File: src/rtl/mlaccel_spi_slave.sv
// mlaccel_spi_slave: SPI mode-3 responder front-end (MSB first, CSB active low) in the system clock domain.
// Ports: clock/resetn system clock and async active-low reset; spi_csb/spi_clk/spi_mosi async pad inputs;
// spi_miso/spi_miso_oe pad output and tristate enable; rx_valid/rx_data/rx_first received-byte strobe;
// tx_data/tx_valid/tx_ready response-byte handshake; frame_active/frame_end framing status.
module mlaccel_spi_slave #(
  parameter int         SYNC_STAGES = 2,
  parameter int         FILTER_LEN  = 2,
  parameter logic [7:0] IDLE_BYTE   = 8'h00
) (
  input  logic       clock,
  input  logic       resetn,
  input  logic       spi_csb,
  input  logic       spi_clk,
  input  logic       spi_mosi,
  output logic       spi_miso,
  output logic       spi_miso_oe,
  output logic       rx_valid,
  output logic [7:0] rx_data,
  output logic       rx_first,
  input  logic [7:0] tx_data,
  input  logic       tx_valid,
  output logic       tx_ready,
  output logic       frame_active,
  output logic       frame_end
);
  localparam int FW = FILTER_LEN > 1 ? $clog2(FILTER_LEN) : 1;
  localparam int SW = $clog2(SYNC_STAGES + 1);
  typedef enum logic [1:0] {S_WAIT, S_IDLE, S_ACTIVE} state_t;
  state_t state, state_nx;
  logic [SYNC_STAGES-1:0] csb_q, clk_q, mosi_q;
  logic [FW-1:0] flt_cnt;
  logic [SW-1:0] flush_cnt;
  logic [2:0] bit_cnt;
  logic [7:0] rx_sh, tx_sh;
  logic clk_f, clk_fd, first_pending;
  logic csb_s, clk_s, mosi_s, flushed, rise, fall, start, stop;
  assign csb_s = csb_q[SYNC_STAGES-1];
  assign clk_s = clk_q[SYNC_STAGES-1];
  assign mosi_s = mosi_q[SYNC_STAGES-1];
  assign flushed = flush_cnt == SW'(SYNC_STAGES);
  assign rise = clk_f & ~clk_fd;
  assign fall = ~clk_f & clk_fd;
  assign start = state == S_IDLE && !csb_s;
  assign stop = state == S_ACTIVE && csb_s;
  // The synchronizer preset looks like CSB high, so a frame may only start once the
  // preset has been flushed and real CSB has been seen high; this keeps a reset
  // released mid-frame from locking onto the tail of that frame.
  always_ff @(posedge clock or negedge resetn)
    if (!resetn) begin
      csb_q <= '1;
      clk_q <= '1;
      mosi_q <= '0;
      clk_f <= 1'b1;
      clk_fd <= 1'b1;
      flt_cnt <= '0;
      flush_cnt <= '0;
    end else begin
      csb_q <= {csb_q[SYNC_STAGES-2:0], spi_csb};
      clk_q <= {clk_q[SYNC_STAGES-2:0], spi_clk};
      mosi_q <= {mosi_q[SYNC_STAGES-2:0], spi_mosi};
      clk_fd <= clk_f;
      if (clk_s == clk_f) flt_cnt <= '0;
      else if (flt_cnt == FW'(FILTER_LEN - 1)) begin
        clk_f <= clk_s;
        flt_cnt <= '0;
      end else flt_cnt <= flt_cnt + 1'b1;
      if (!flushed) flush_cnt <= flush_cnt + 1'b1;
    end
  always_ff @(posedge clock or negedge resetn)
    if (!resetn) state <= S_WAIT;
    else state <= state_nx;
  always_comb begin
    state_nx = state;
    state_nx = state == S_WAIT ? (flushed && csb_s ? S_IDLE : S_WAIT) : (csb_s ? S_IDLE : S_ACTIVE);
  end
  always_ff @(posedge clock or negedge resetn)
    if (!resetn) begin
      spi_miso <= 1'b0;
      spi_miso_oe <= 1'b0;
      rx_valid <= 1'b0;
      rx_data <= '0;
      rx_first <= 1'b0;
      tx_ready <= 1'b0;
      frame_active <= 1'b0;
      frame_end <= 1'b0;
      bit_cnt <= '0;
      rx_sh <= '0;
      tx_sh <= '0;
      first_pending <= 1'b0;
    end else begin
      rx_valid <= 1'b0;
      tx_ready <= 1'b0;
      frame_end <= 1'b0;
      if (start) begin
        frame_active <= 1'b1;
        bit_cnt <= '0;
        first_pending <= 1'b1;
        tx_sh <= IDLE_BYTE;
        spi_miso_oe <= 1'b1;
        spi_miso <= IDLE_BYTE[7];
      end else if (stop) begin
        frame_end <= 1'b1;
        frame_active <= 1'b0;
        spi_miso_oe <= 1'b0;
        spi_miso <= 1'b0;
      end else if (state == S_ACTIVE && rise) begin
        rx_sh <= {rx_sh[6:0], mosi_s};
        bit_cnt <= bit_cnt + 3'd1;
        if (bit_cnt == 3'd7) begin
          rx_valid <= 1'b1;
          rx_data <= {rx_sh[6:0], mosi_s};
          rx_first <= first_pending;
          first_pending <= 1'b0;
          tx_ready <= 1'b1;
          tx_sh <= tx_valid ? tx_data : IDLE_BYTE;
        end
      end else if (state == S_ACTIVE && fall) begin
        spi_miso <= tx_sh[7];
        tx_sh <= {tx_sh[6:0], 1'b0};
      end
    end
endmodule

File: config.mk
export PLATFORM = sky130hd
export DESIGN_NAME = mlaccel_spi_slave
export DESIGN_NICKNAME = d
export VERILOG_FILES = /design/src/rtl/mlaccel_spi_slave.sv
export SDC_FILE = /design/constraint.sdc
export NUM_CORES = 1
export LEC_CHECK = 0
export BUFFER_PORTS_ARGS = -buffer_cell sky130_fd_sc_hd__buf_4
export CORE_MARGIN = 2
export CORE_UTILIZATION = 37
export DETAILED_ROUTE_END_ITERATION = 10
export GPL_TIMING_DRIVEN = 0
export SLEW_MARGIN = 20
export SYNTH_ARGS = -nofsm -noshare
export SYNTH_HDL_FRONTEND = slang
export SYNTH_SLANG_ARGS = --single-unit
File: constraint.sdc
create_clock -name clock -period 4.8 [get_ports clock]
set_input_delay 0.48 -clock clock [delete_from_list [all_inputs] [get_ports clock]]
set_output_delay 0.48 -clock clock [all_outputs]
set_load 0.01 [all_outputs]
==> results by group, run 1 <==
Global routing
  – Gr ovfl total: 0
  – Vias in the first global route: about 1.2k
  – Global-route wire length before repair: approximately 5100 um
  – Antenna violations before repair: 0
  – Gr usage total: 0.123
  – Maximum number of pins on one net before global-route repair: 46

STA
  – Total negative slack: 0 ns
  – Tmin final: between 1.5 and 2 ns
  – Max Slew Vio Count: 0
  – Worst slew margin relative to its limit: 0.635
  – Share of the cycle needed by the critical path after routing: 0.400
  – Number of hold violations in the final report: 0
  – Actual slew at the worst max-slew pin: roughly 0.55 ns
  – Setup repair after global routing missed its margin: false
  – Achievable clock frequency: 520 MHz
  – Final setup vio count: 0
  – WHS: roughly 0.16 ns
  – Setup skew after layout: ~0.0043 ns

Finish
  – Area occupied by multi-input gates: 679 um^2
  – Synthesis-to-finish area growth: 20.0%
  – Fraction of layout cells with a size suffix above 1: 0.335
  – Layout Nets: 202
  – Non-Filler Cell Area, Final: 2250 um^2
  – Sequential cell area: 1130 um^2
  – Antenna diode count: 0
  – Count of fill cells added during filler insertion: 469

Placed design
  – Estimated wirelength of the detail-placed design: around 2200 um
  – Final GP Congestion: 0.736
  – Buffers added on ports: 28
  – Area post-placement: 2170 um^2

Yosys
  – Number of flops mapped to enable cells by yosys: 0
  – Dominant cell type by area after synthesis: sky130_fd_sc_hd__dfrtp_1
  – Synthesized-area fraction occupied by ao, oa, aoi and oai cells: 0.0999
  – Main combinational cell family by area after synthesis: simple AND/OR/NAND/NOR gates
  – Yosys warning total: 0
  – Top cell type's share of synthesized area: 0.520
  – Post-synth ARST share: 1.00
  – Prevailing post-synth register cell: sky130_fd_sc_hd__dfrtp_1
  – Main area contributors after synthesis: sky130_fd_sc_hd__dfrtp_1, sky130_fd_sc_hd__dfstp_2, sky130_fd_sc_hd__mux2_4, sky130_fd_sc_hd__nand2_1, sky130_fd_sc_hd__o2bb2ai_1
  – Number of storage elements in the synthesis netlist: 45
  – Post-synthesis cell count: 150
  – Net count after synthesis: 167
  – Post-synthesis sequential area ratio: 0.604
  – Mapped cell area: 1880 um^2
  – Cell types with the highest counts after synthesis: sky130_fd_sc_hd__dfrtp_1, sky130_fd_sc_hd__nand2_1, sky130_fd_sc_hd__mux2_4
  – Yosys cell types: 34
  – Most instantiated library cell after synthesis: sky130_fd_sc_hd__dfrtp_1
  – Post-Synth Adder-Cell Area: 0.0200
  – Simple-gate share of the synthesized area: 0.135
  – XOR/XNOR Fraction of Synth Area: 0.00933
  – Mean cell area of the mapped netlist: 12.5 um^2
  – Multiplexer area fraction after synthesis: 0.0973

Clock tree
  – Htree depth: 2
  – Worst-skew pair later-pin latency: 0.29 ns
  – Clk root buf: sky130_fd_sc_hd__clkbuf_8
  – Max Buffers Root-to-Sink: 2
  – Number of resized instances in the post-cts repair step: 0
  – CTS tree: built
  – Total clock sinks: 45
  – Number of buffers inserted by hold repair at cts: 0
  – Clock-pin slew of the registers on the worst-case setup and hold paths: 0.08 ns
  – Number of buffers created by CTS: 5
  – Post-CTS setup-driven buffer insertion count: 0

Power
  – Clock power share: 0.290
  – Combinational cell fraction of total power: 0.118
  – Switching Share: 0.251
  – Total power density per cell area: ~340 nW/um^2
  – Largest vdd supply drop: 0.204 mV
  – Part of the total power dissipated in sequential elements: 0.591
  – Leak pwr: approximately 1.2 nW
  – Net switching component of the power: about 0.00019 W
  – Power Internal: roughly 0.00057 W

Floorplanning
  – Chip Width: between 70 and 80 um
  – I/O Pins: 29
  – Height of the die: 75.2 um
  – Starting utilization of the core area: 0.390
  – Number of placement rows: 25
  – Core ar.: 4820 um^2
  – Overall die area: 5660 um^2

Routing
  – Initial DRC count: 54
  – Routed length per placed instance: 12.4 um
  – Remaining DRCs: 0
  – Wirelength, routed: 3130 um
  – Iteration count of the initial detailed-routing pass: 4
  – Detailed-route via count: around 1.2k
  – Routed via count divided by cell count: about 4.8
  – Post-DRT Antenna Nets: 0

Critical path
  – Critical path capture point type: flip-flop
  – Worst Path Class, Setup: reg -> reg
  – Worst endpoint data arrival time: between 2 and 2.5 ns
  – CP max FO: 8
  – WP data required: 4.98 ns
  – Critical path launch point type: flip-flop

Job
  – Number of maximum-capacitance constraint violations: 0

Run status
  – Status: finished clean

Hold path
  – Hold Crit Class: in -> async
-- cell usage in the layout (no fill, tap or decap), drive strengths merged, types with 4 or more instances in the layout --
cell type / n
nor2: 8
clkbuf: 6
nand2: 27
o21ai: 4
inv: 4
mux2: 12
dfstp: 6
o2bb2ai: 6
dfrtp: 39
a21oi: 7
buf: 34
and3: 8
-- power by group through the flow --
stage                     clock [W]  sequential [W]  combinational [W]
final                      0.000219        0.000447          0.0000894
after global routing       0.000246        0.000451           0.000101
after CTS                  0.000228        0.000447          0.0000916
after detailed placement          0        0.000455          0.0000914
after global placement            0        0.000452          0.0000884
after floorplan                   0        0.000447          0.0000618
-- state kept, by name, indices dropped and copies added (netlist names), 2 cells and up --
name and count:
clk_q 2, tx_sh 8, csb_q 2, rx_sh 7, rx_data 8, state 2, mosi_q 2, flush_cnt 2
bit_cnt 3
-- cells by family (layout without fill, tap and decap cells) --
group / after synthesis / after routing
AND/OR/NAND/NOR: 52 / 52
flip-flops: 45 / 45
AO/OA/AOI/OAI: 25 / 25
multiplexers: 13 / 13
buffers and inverters: 10 / 45
adder cells (fa/ha/maj): 3 / 3
XOR/XNOR: 2 / 2
-- critical path, cell delays in order (launching register included) --
cell                       delay, ns
sky130_fd_sc_hd__dfrtp_1        0.40
sky130_fd_sc_hd__ha_1           0.20
sky130_fd_sc_hd__ha_1           0.22
sky130_fd_sc_hd__nand3b_1       0.11
sky130_fd_sc_hd__a211o_2        0.21
sky130_fd_sc_hd__a21boi_4       0.33
sky130_fd_sc_hd__mux2_4         0.33
-- final timing paths --
kind | startpoint | endpoint | slack [ns] | cells past startpoint
max | bit_cnt[0]$_DFFE_PN0P_ | tx_sh[7]$_DFFE_PN0P_ | 2.88 | 6
min in group clock | spi_mosi | mosi_q[0]$_DFF_PN0_ | 0.29 | 1
min reg2reg | csb_q[0]$_DFF_PN1_ | csb_q[1]$_DFF_PN1_ | 0.36 | 0
max reg2reg | bit_cnt[0]$_DFFE_PN0P_ | tx_sh[7]$_DFFE_PN0P_ | 2.88 | 6
max in group asynchronous | resetn | csb_q[1]$_DFF_PN1_ | 4.25 | 1
min | resetn | rx_data[7]$_DFFE_PN0P_ | 0.16 | 1
-- layer usage --
metal | up-vias | global-route usage | wire length [um] | share of wire
met1 | 589 | 0.138 | 1390 | 0.44
met3 | 6 | 0.0522 | 173 | 0.055
li1 | 584 | - | - | -
met2 | 26 | 0.212 | 1510 | 0.48
met4 | 0 | 0.0409 | 49 | 0.016
met5 | - | 0 | 0 | 0
-- per-stage QoR --
| stage | util | instances | total power [W] | setup slack, ns |
|---|---|---|---|---|
| 3_3_place_gp | 0.451 | 245 | 0.000541 | 2.90 |
| 3_5_place_dp | 0.451 | 245 | 0.000546 | 2.88 |
| 2_1_floorplan | - | 150 | 0.000509 | 3.05 |
| 6_report | 0.468 | 252 | 0.000755 | 2.88 |
| 4_1_cts | 0.468 | 252 | 0.000767 | 2.85 |
| 5_1_grt | 0.468 | 252 | 0.000798 | 2.78 |
-- cell type report --
type                    count  share of cell area
flip-flops and latches     45               0.503
multi-input cells          95               0.301
repair buffers             28              0.0933
well taps                  67              0.0372
clock buffers               6              0.0322
plain buffers               6              0.0222
inverters                   4             0.00666
clock inverters             1             0.00389
Note: power is estimated with default switching activity, not from simulation.
==> inputs of run 2 (changes only) <==
- clock period: 4.8 -> 1.5 ns (I/O delays scaled with it)
==> run 2 against run 1 <==
Net effect: the flow now finishes with violations (negative setup slack); clock-buffer cell count unchanged; design area up 11%; maximum frequency up 11%; utilization up 5.0 points; critical path type unchanged; sequential power rose to 3.2 times the previous value; sequential cell count unchanged; clock skew up 0.0042 ns.
==> results by group, run 2 (same netlist as run 1, synthesis figures left out) <==
Run status
  – Status: finished, violations left
  – Failing checks: negative setup slack

Global routing
  – Vias in the first global route: 1,278 (+10%)
  – Global-route wire length before repair: 5620 um (+9.4%)
  – Gr usage total: 0.133 (+0.0103)
  – Maximum number of pins on one net before global-route repair: 46 (unchanged)
  – Gr ovfl total: 0 (unchanged)
  – Antenna violations before repair: 0 (unchanged)

Routing
  – Routed via count divided by cell count: 4.70 (-1.7%)
  – Post-DRT Antenna Nets: 0 (unchanged)
  – Iteration count of the initial detailed-routing pass: 4 (unchanged)
  – Initial DRC count: 49 (-9.3%)
  – Wirelength, routed: 3370 um (+7.7%)
  – Routed length per placed instance: 12.5 um (+0.90%)
  – Remaining DRCs: 0 (unchanged)
  – Detailed-route via count: 1,265 (+5.0%)

Critical path
  – Critical path cell sequence: ha_2, ha_4, nand3b_1, a211o_4, a21boi_4, mux2_4
  – Crit path max-delay family: compound AO/OA/AOI/OAI gates
  – Worst R2R Path Depth: 6 (unchanged)
  – Reg2Reg Launch Point: bit_cnt[1]$_DFFE_PN0P_
  – Worst endpoint data arrival time: 1.91 ns (-0.19 ns)
  – Critical path launch point type: flip-flop
  – Sum of buffers and inverters on the critical path: 0 (unchanged)
  – WP data required: 1.68 ns (-3.30 ns)
  – Longest individual stage delay on the worst path: 0.37 ns (-0.03 ns)
  – Worst Path Class, Setup: reg -> reg
  – Critical path capture point type: flip-flop
  – Crit Reg-Reg Endpoint: tx_sh[7]$_DFFE_PN0P_
  – Critical-path cell with the highest stage delay: sky130_fd_sc_hd__dfrtp_1
  – FF-to-FF setup slack: -0.23 ns (-3.11 ns)
  – CP max FO: 4 (-4)

Job
  – Number of maximum-capacitance constraint violations: 0 (unchanged)

STA
  – Max Slew Vio Count: 0 (unchanged)
  – Final setup vio count: 16 (+16)
  – Setup repair after global routing missed its margin: true
  – Number of hold violations in the final report: 0 (unchanged)
  – Actual slew at the worst max-slew pin: 0.549 ns (+0.000995 ns)
  – Worst slew margin relative to its limit: 0.634 (-0.000664)
  – Setup skew after layout: 0.00850 ns (+0.00418 ns)
  – Tmin final: 1.73 ns (-0.193 ns)
  – WHS: 0.223 ns (+0.0580 ns)
  – Minimum setup slack in the final design: -0.228 ns (-3.11 ns)
  – Total negative slack: -1.65 ns (-1.65 ns)
  – Share of the cycle needed by the critical path after routing: 1.15 (+0.752)
  – Achievable clock frequency: 579 MHz (+11%)

Clock tree
  – Total clock sinks: 45 (unchanged)
  – Max Buffers Root-to-Sink: 2 (unchanged)
  – Clock-pin slew of the registers on the worst-case setup and hold paths: 0.08 ns (about the same)
  – Number of buffers created by CTS: 5 (unchanged)
  – CTS tree: built
  – Htree depth: 2 (unchanged)
  – Clk root buf: sky130_fd_sc_hd__clkbuf_8
  – Worst-skew pair later-pin latency: 0.30 ns (about the same)

Power
  – Largest vdd supply drop: 0.803 mV (+290%)
  – Sum of internal, switching and leakage power: 0.00272 W (+260%)
  – Total power density per cell area: 1090 nW/um^2 (+230%)
  – Switching Share: 0.240 (-0.0112)
  – Net switching component of the power: 0.000652 W (+240%)
  – Combinational cell fraction of total power: 0.154 (+0.036)
  – Power Internal: 0.00207 W (+270%)
  – Leak pwr: 1.26 nW (+7.0%)
  – Clock power share: 0.327 (+0.037)
  – Part of the total power dissipated in sequential elements: 0.519 (-0.072)

Placed design
  – Buffers added on ports: 28 (unchanged)
  – Estimated wirelength of the detail-placed design: 2160 um (-1.1%)
  – Final GP Congestion: 0.752 (+2.1%)
  – DP Cell Count: 245 (unchanged)
  – Area post-placement: 2190 um^2 (+0.86%)

Finish
  – Non-Filler Cell Area, Final: 2500 um^2 (+11%)
  – Highest-count cells in the layout ignoring fill and taps: sky130_fd_sc_hd__buf_4, sky130_fd_sc_hd__dfrtp_1, sky130_fd_sc_hd__nand2_1
  – Post-layout instance count excluding filler cells: 269 (+6.7%)
  – Layout Nets: 218 (+7.9%)
  – Synthesis-to-finish area growth: 32.9%
  – Antenna diode count: 0 (unchanged)
  – Fraction of layout cells with a size suffix above 1: 0.401 (+0.0659)
  – Largest registers in the final layout: rx_data: 8 flops, tx_sh: 8 flops, rx_sh: 7 flops
  – Most common cell after layout, fill and taps aside: sky130_fd_sc_hd__buf_4

Floorplanning
  – Chip Width: 75.2 um (unchanged)
  – I/O Pins: 29 (unchanged)
  – Core ar.: 4820 um^2 (unchanged)
  – Starting utilization of the core area: 0.390 (unchanged)
  – Overall die area: 5660 um^2 (unchanged)
  – Number of placement rows: 25 (unchanged)
  – Height of the die: 75.2 um (unchanged)

Hold path
  – Number of cells on the worst hold path: 3
  – Hold Crit Class: in -> reg
  – Critical hold path startpoint: tx_data[0]
  – Endpoint of the worst hold path: tx_sh[0]$_DFFE_PN0P_
-- run 2: worst max-delay path by stage --
| stage | to | cells after the start | startpoint |
|---|---|---|---|
| final | tx_sh[7]$_DFFE_PN0P_ | 6 | bit_cnt[1]$_DFFE_PN0P_ |
| after global routing | tx_sh[7]$_DFFE_PN0P_ | 6 | bit_cnt[1]$_DFFE_PN0P_ |
| after CTS | tx_sh[7]$_DFFE_PN0P_ | 6 | bit_cnt[1]$_DFFE_PN0P_ |
| after detailed placement | tx_sh[0]$_DFFE_PN0P_ | 6 | bit_cnt[1]$_DFFE_PN0P_ |
| after global placement | tx_sh[7]$_DFFE_PN0P_ | 6 | bit_cnt[0]$_DFFE_PN0P_ |
| after floorplan | tx_sh[0]$_DFFE_PN0P_ | 6 | bit_cnt[0]$_DFFE_PN0P_ |
-- run 2: repair_timing --
action	in CTS	in global routing
buffers inserted	12	1
setup endpoints to repair	18	25
pin swaps	3	3
gates cloned	1	0
endpoints found under the hold margin	42	0
gates resized for setup	4	5
hold buffers	4	0
-- run 2: routing by layer --
layer  global-route usage  wire length [um]
met5                    0                 0
met4               0.0585                66
met3               0.0375               133
met2                0.227              1710
met1                0.157              1460
-- run 2: power groups by stage --
stage          Sequential (W)  Clock, W  Combinational [W]
2_1_floorplan         0.00143         0           0.000198
3_3_place_gp          0.00145         0           0.000283
3_5_place_dp          0.00145         0           0.000293
4_1_cts               0.00141  0.000920           0.000413
5_1_grt               0.00143  0.000959           0.000462
6_report              0.00141  0.000890           0.000420
-- run 2: layout make-up --
class	instances	area, um^2
fillers	444	2320
flip-flops and latches	45	1130
multi-input cells	95	733
repair buffers	45	372
well taps	67	83.8
clock buffers	6	72.6
plain buffers	5	47.5
clock inverters	2	38.8
inverters	4	15.0
-- run 2: tightest hold or removal path, stage by stage --
cell	delay (ns)
sky130_fd_sc_hd__buf_4	0.07
sky130_fd_sc_hd__and3_1	0.14
sky130_fd_sc_hd__mux2_4	0.13
-- run 2: through the flow --
step | utilization | worst slack, ns
2_1_floorplan | - | -0.170
3_3_place_gp | 0.455 | -0.296
3_5_place_dp | 0.455 | -0.335
4_1_cts | 0.515 | -0.217
5_1_grt | 0.518 | -0.279
6_report | 0.518 | -0.228
==> inputs of run 3 (changes only) <==
- CELL_PAD_IN_SITES_DETAIL_PLACEMENT: not set -> 2
- CELL_PAD_IN_SITES_GLOBAL_PLACEMENT: not set -> 2
- CORE_UTILIZATION: 37 -> 33
- PLACE_DENSITY_LB_ADDON: not set -> 0.1
==> run 3 against run 2 <==
Net effect: via count is 6.2% higher; register-to-register slack lost 0.05 ns; the run still ends with negative setup slack left; highest routed layer unchanged; worst hold slack gained 0.021 ns; critical path type unchanged; largest cell class unchanged; sequential cell count is the same; sequential share of layout area grew 0.39 points; cell count increased by 1.9%.
==> results by group, run 3 (same netlist as run 1, synthesis figures left out) <==
Power
  – Sum of internal, switching and leakage power: 0.00260 W (-4.5%)
  – Leak pwr: 1.25 nW (-0.91%)
  – Clock power share: 0.286 (-0.041)
  – Combinational cell fraction of total power: 0.164 (+0.010)
  – Total power density per cell area: 1050 nW/um^2 (-3.7%)
  – Power Internal: 0.00189 W (-8.8%)
  – Largest vdd supply drop: 0.474 mV (-41%)
  – Part of the total power dissipated in sequential elements: 0.551 (+0.032)
  – Switching Share: 0.274 (+0.0342)
  – Net switching component of the power: 0.000711 W (+9.1%)

Routing
  – Post-DRT Antenna Nets: 0 (unchanged)
  – Routed via count divided by cell count: 4.90 (+4.2%)
  – Wirelength, routed: 4590 um (+36%)
  – Iteration count of the initial detailed-routing pass: 2 (-2)
  – Detailed-route via count: 1,343 (+6.2%)
  – Initial DRC count: 28 (-43%)
  – Remaining DRCs: 0 (unchanged)
  – Routed length per placed instance: 16.8 um (+34%)

Finish
  – Largest registers in the final layout: rx_data: 8 flops, tx_sh: 8 flops, rx_sh: 7 flops
  – Synthesis-to-finish area growth: 31.8%
  – Most common cell after layout, fill and taps aside: sky130_fd_sc_hd__buf_4
  – Fraction of layout cells with a size suffix above 1: 0.401 (unchanged)
  – Non-Filler Cell Area, Final: 2470 um^2 (-0.85%)
  – Highest-count cells in the layout ignoring fill and taps: sky130_fd_sc_hd__buf_4, sky130_fd_sc_hd__dfrtp_1, sky130_fd_sc_hd__nand2_1
  – Layout Nets: 218 (unchanged)
  – Count of fill cells added during filler insertion: 575 (+30%)
  – Antenna diode count: 0 (unchanged)

Critical path
  – Sum of buffers and inverters on the critical path: 0 (unchanged)
  – Crit path depth: 6 (unchanged)
  – Critical path capture point type: flip-flop
  – Longest individual stage delay on the worst path: 0.42 ns (+0.05 ns)
  – Worst Path Class, Setup: reg -> reg
  – Worst endpoint data arrival time: 1.96 ns (+0.05 ns)
  – Critical path launch point type: flip-flop
  – Crit path max-delay family: compound AO/OA/AOI/OAI gates
  – Critical path cell sequence: ha_4, ha_4, nand3b_1, a211o_4, a21boi_4, mux2_4
  – Cell repeated most along the worst path: sky130_fd_sc_hd__ha_4
  – Critical-path cell with the highest stage delay: sky130_fd_sc_hd__dfrtp_1
  – WP data required: 1.68 ns (about the same)
  – CP max FO: 4 (unchanged)
  – Worst R2R Path Depth: 6 (unchanged)

Run status
  – Status: finished, violations left
  – Failing checks: negative setup slack

STA
  – Worst slew margin relative to its limit: 0.612 (-0.0215)
  – Actual slew at the worst max-slew pin: 0.581 ns (+0.0322 ns)
  – Minimum setup slack in the final design: -0.282 ns (-0.0536 ns)
  – Share of the cycle needed by the critical path after routing: 1.19 (+0.0357)
  – Tmin final: 1.78 ns (+0.0536 ns)
  – WHS: 0.243 ns (+0.0206 ns)
  – Final setup vio count: 17 (+1)
  – Setup repair after global routing missed its margin: true
  – Number of hold violations in the final report: 0 (unchanged)
  – Achievable clock frequency: 561 MHz (-3.0%)
  – Max Slew Vio Count: 0 (unchanged)
  – Setup skew after layout: 0.00828 ns (-0.000220 ns)

Clock tree
  – Max Buffers Root-to-Sink: 2 (unchanged)
  – Number of buffers created by CTS: 5 (unchanged)
  – Clk root buf: sky130_fd_sc_hd__clkbuf_8
  – Worst-skew pair later-pin latency: 0.30 ns (about the same)
  – Htree depth: 2 (unchanged)
  – Clock-pin slew of the registers on the worst-case setup and hold paths: 0.09 ns (about the same)
  – Total clock sinks: 45 (unchanged)
  – CTS tree: built

Floorplanning
  – Starting utilization of the core area: 0.341 (-0.0488)
  – I/O Pins: 29 (unchanged)
  – Overall die area: 6310 um^2 (+11%)
  – Height of the die: 79.4 um (+5.6%)
  – Chip Width: 79.4 um (+5.6%)
  – Number of placement rows: 27 (+8.0%)
  – Core ar.: 5510 um^2 (+14%)

Global routing
  – Global-route wire length before repair: 7760 um (+38%)
  – Maximum number of pins on one net before global-route repair: 46 (unchanged)
  – Vias in the first global route: 1,536 (+20%)
  – Antenna violations before repair: 0 (unchanged)
  – Gr usage total: 0.163 (+0.0301)
  – Gr ovfl total: 0 (unchanged)

Placed design
  – Final GP Congestion: 0.698 (-7.2%)
  – Area post-placement: 2200 um^2 (+0.29%)
  – Buffers added on ports: 28 (unchanged)
  – Estimated wirelength of the detail-placed design: 2880 um (+33%)

Job
  – Number of maximum-capacitance constraint violations: 0 (unchanged)

Hold path
  – Number of cells on the worst hold path: 3 (unchanged)
  – Hold Crit Class: in -> reg
[run 3: power by group through the flow]
stage | registers, W | logic (W) | clock network (W)
after global placement | 0.00145 | 0.000287 | 0
after global routing | 0.00145 | 0.000479 | 0.000825
after detailed placement | 0.00146 | 0.000313 | 0
after CTS | 0.00144 | 0.000385 | 0.000774
final | 0.00143 | 0.000425 | 0.000742
after floorplan | 0.00143 | 0.000198 | 0
[run 3: worst paths after layout]
path,startpoint,end,slack [ns]
worst min register to register,csb_q[0]$_DFF_PN1_,csb_q[1]$_DFF_PN1_,0.36
worst min-delay path,tx_data[0],tx_sh[0]$_DFFE_PN0P_,0.24
max in group asynchronous,resetn,rx_sh[0]$_DFFE_PN0P_,0.72
worst max register to register,bit_cnt[1]$_DFFE_PN0P_,tx_sh[7]$_DFFE_PN0P_,-0.28
worst max-delay path,bit_cnt[1]$_DFFE_PN0P_,tx_sh[7]$_DFFE_PN0P_,-0.28
min in group asynchronous,resetn,frame_end$_DFF_PN0_,0.40
[run 3: area by class of cell]
class,instances,area [um^2],share of cell area
Clock buffer,5,68.8,0.0278
Sequential cell,45,1130,0.458
Multi-Input combinational cell,95,734,0.297
Timing Repair Buffer,45,368,0.149
Buffer,5,47.5,0.0192
Inverter,4,15.0,0.00607
Clock inverter,3,17.5,0.00708
Tap cell,72,90.1,0.0364
[run 3: through the flow]
stage          worst slack, ns  setup TNS, ns  std cells  utilization
3_5_place_dp            -0.377          -3.71        250        0.399
3_3_place_gp            -0.311          -2.71        250        0.399
6_report                -0.282          -2.79        274        0.449
5_1_grt                 -0.330          -4.21        274        0.449
4_1_cts                 -0.286          -3.26        272        0.446
2_1_floorplan           -0.170          -1.12        150            -
[run 3: routing by layer]
layer / vias to the layer above / share of wire / GRT usage / wire length, um
met4: 0 / 0.0085 / 0.0466 / 39
met1: 699 / 0.41 / 0.196 / 1880
met3: 4 / 0.029 / 0.0351 / 134
met2: 25 / 0.55 / 0.293 / 2540
li1: 615 / - / - / -
met5: - / 0 / 0 / 0
[run 3: worst reg2reg max path: stages, from the launching register on]
cell                       delay, ns
sky130_fd_sc_hd__dfrtp_1        0.42
sky130_fd_sc_hd__ha_4           0.18
sky130_fd_sc_hd__ha_4           0.14
sky130_fd_sc_hd__nand3b_1       0.11
sky130_fd_sc_hd__a211o_4        0.35
sky130_fd_sc_hd__a21boi_4       0.16
sky130_fd_sc_hd__mux2_4         0.30
[run 3: what timing repair did]
item | 4_1_cts | 5_1_grt
buffers inserted | 9 | 4
pin swaps | 4 | 3
setup endpoints to repair | 18 | 23
gates cloned | 1 | 0
hold endpoints to repair | 42 | 0
hold buffers | 4 | 0
gates resized for setup | 7 | 1
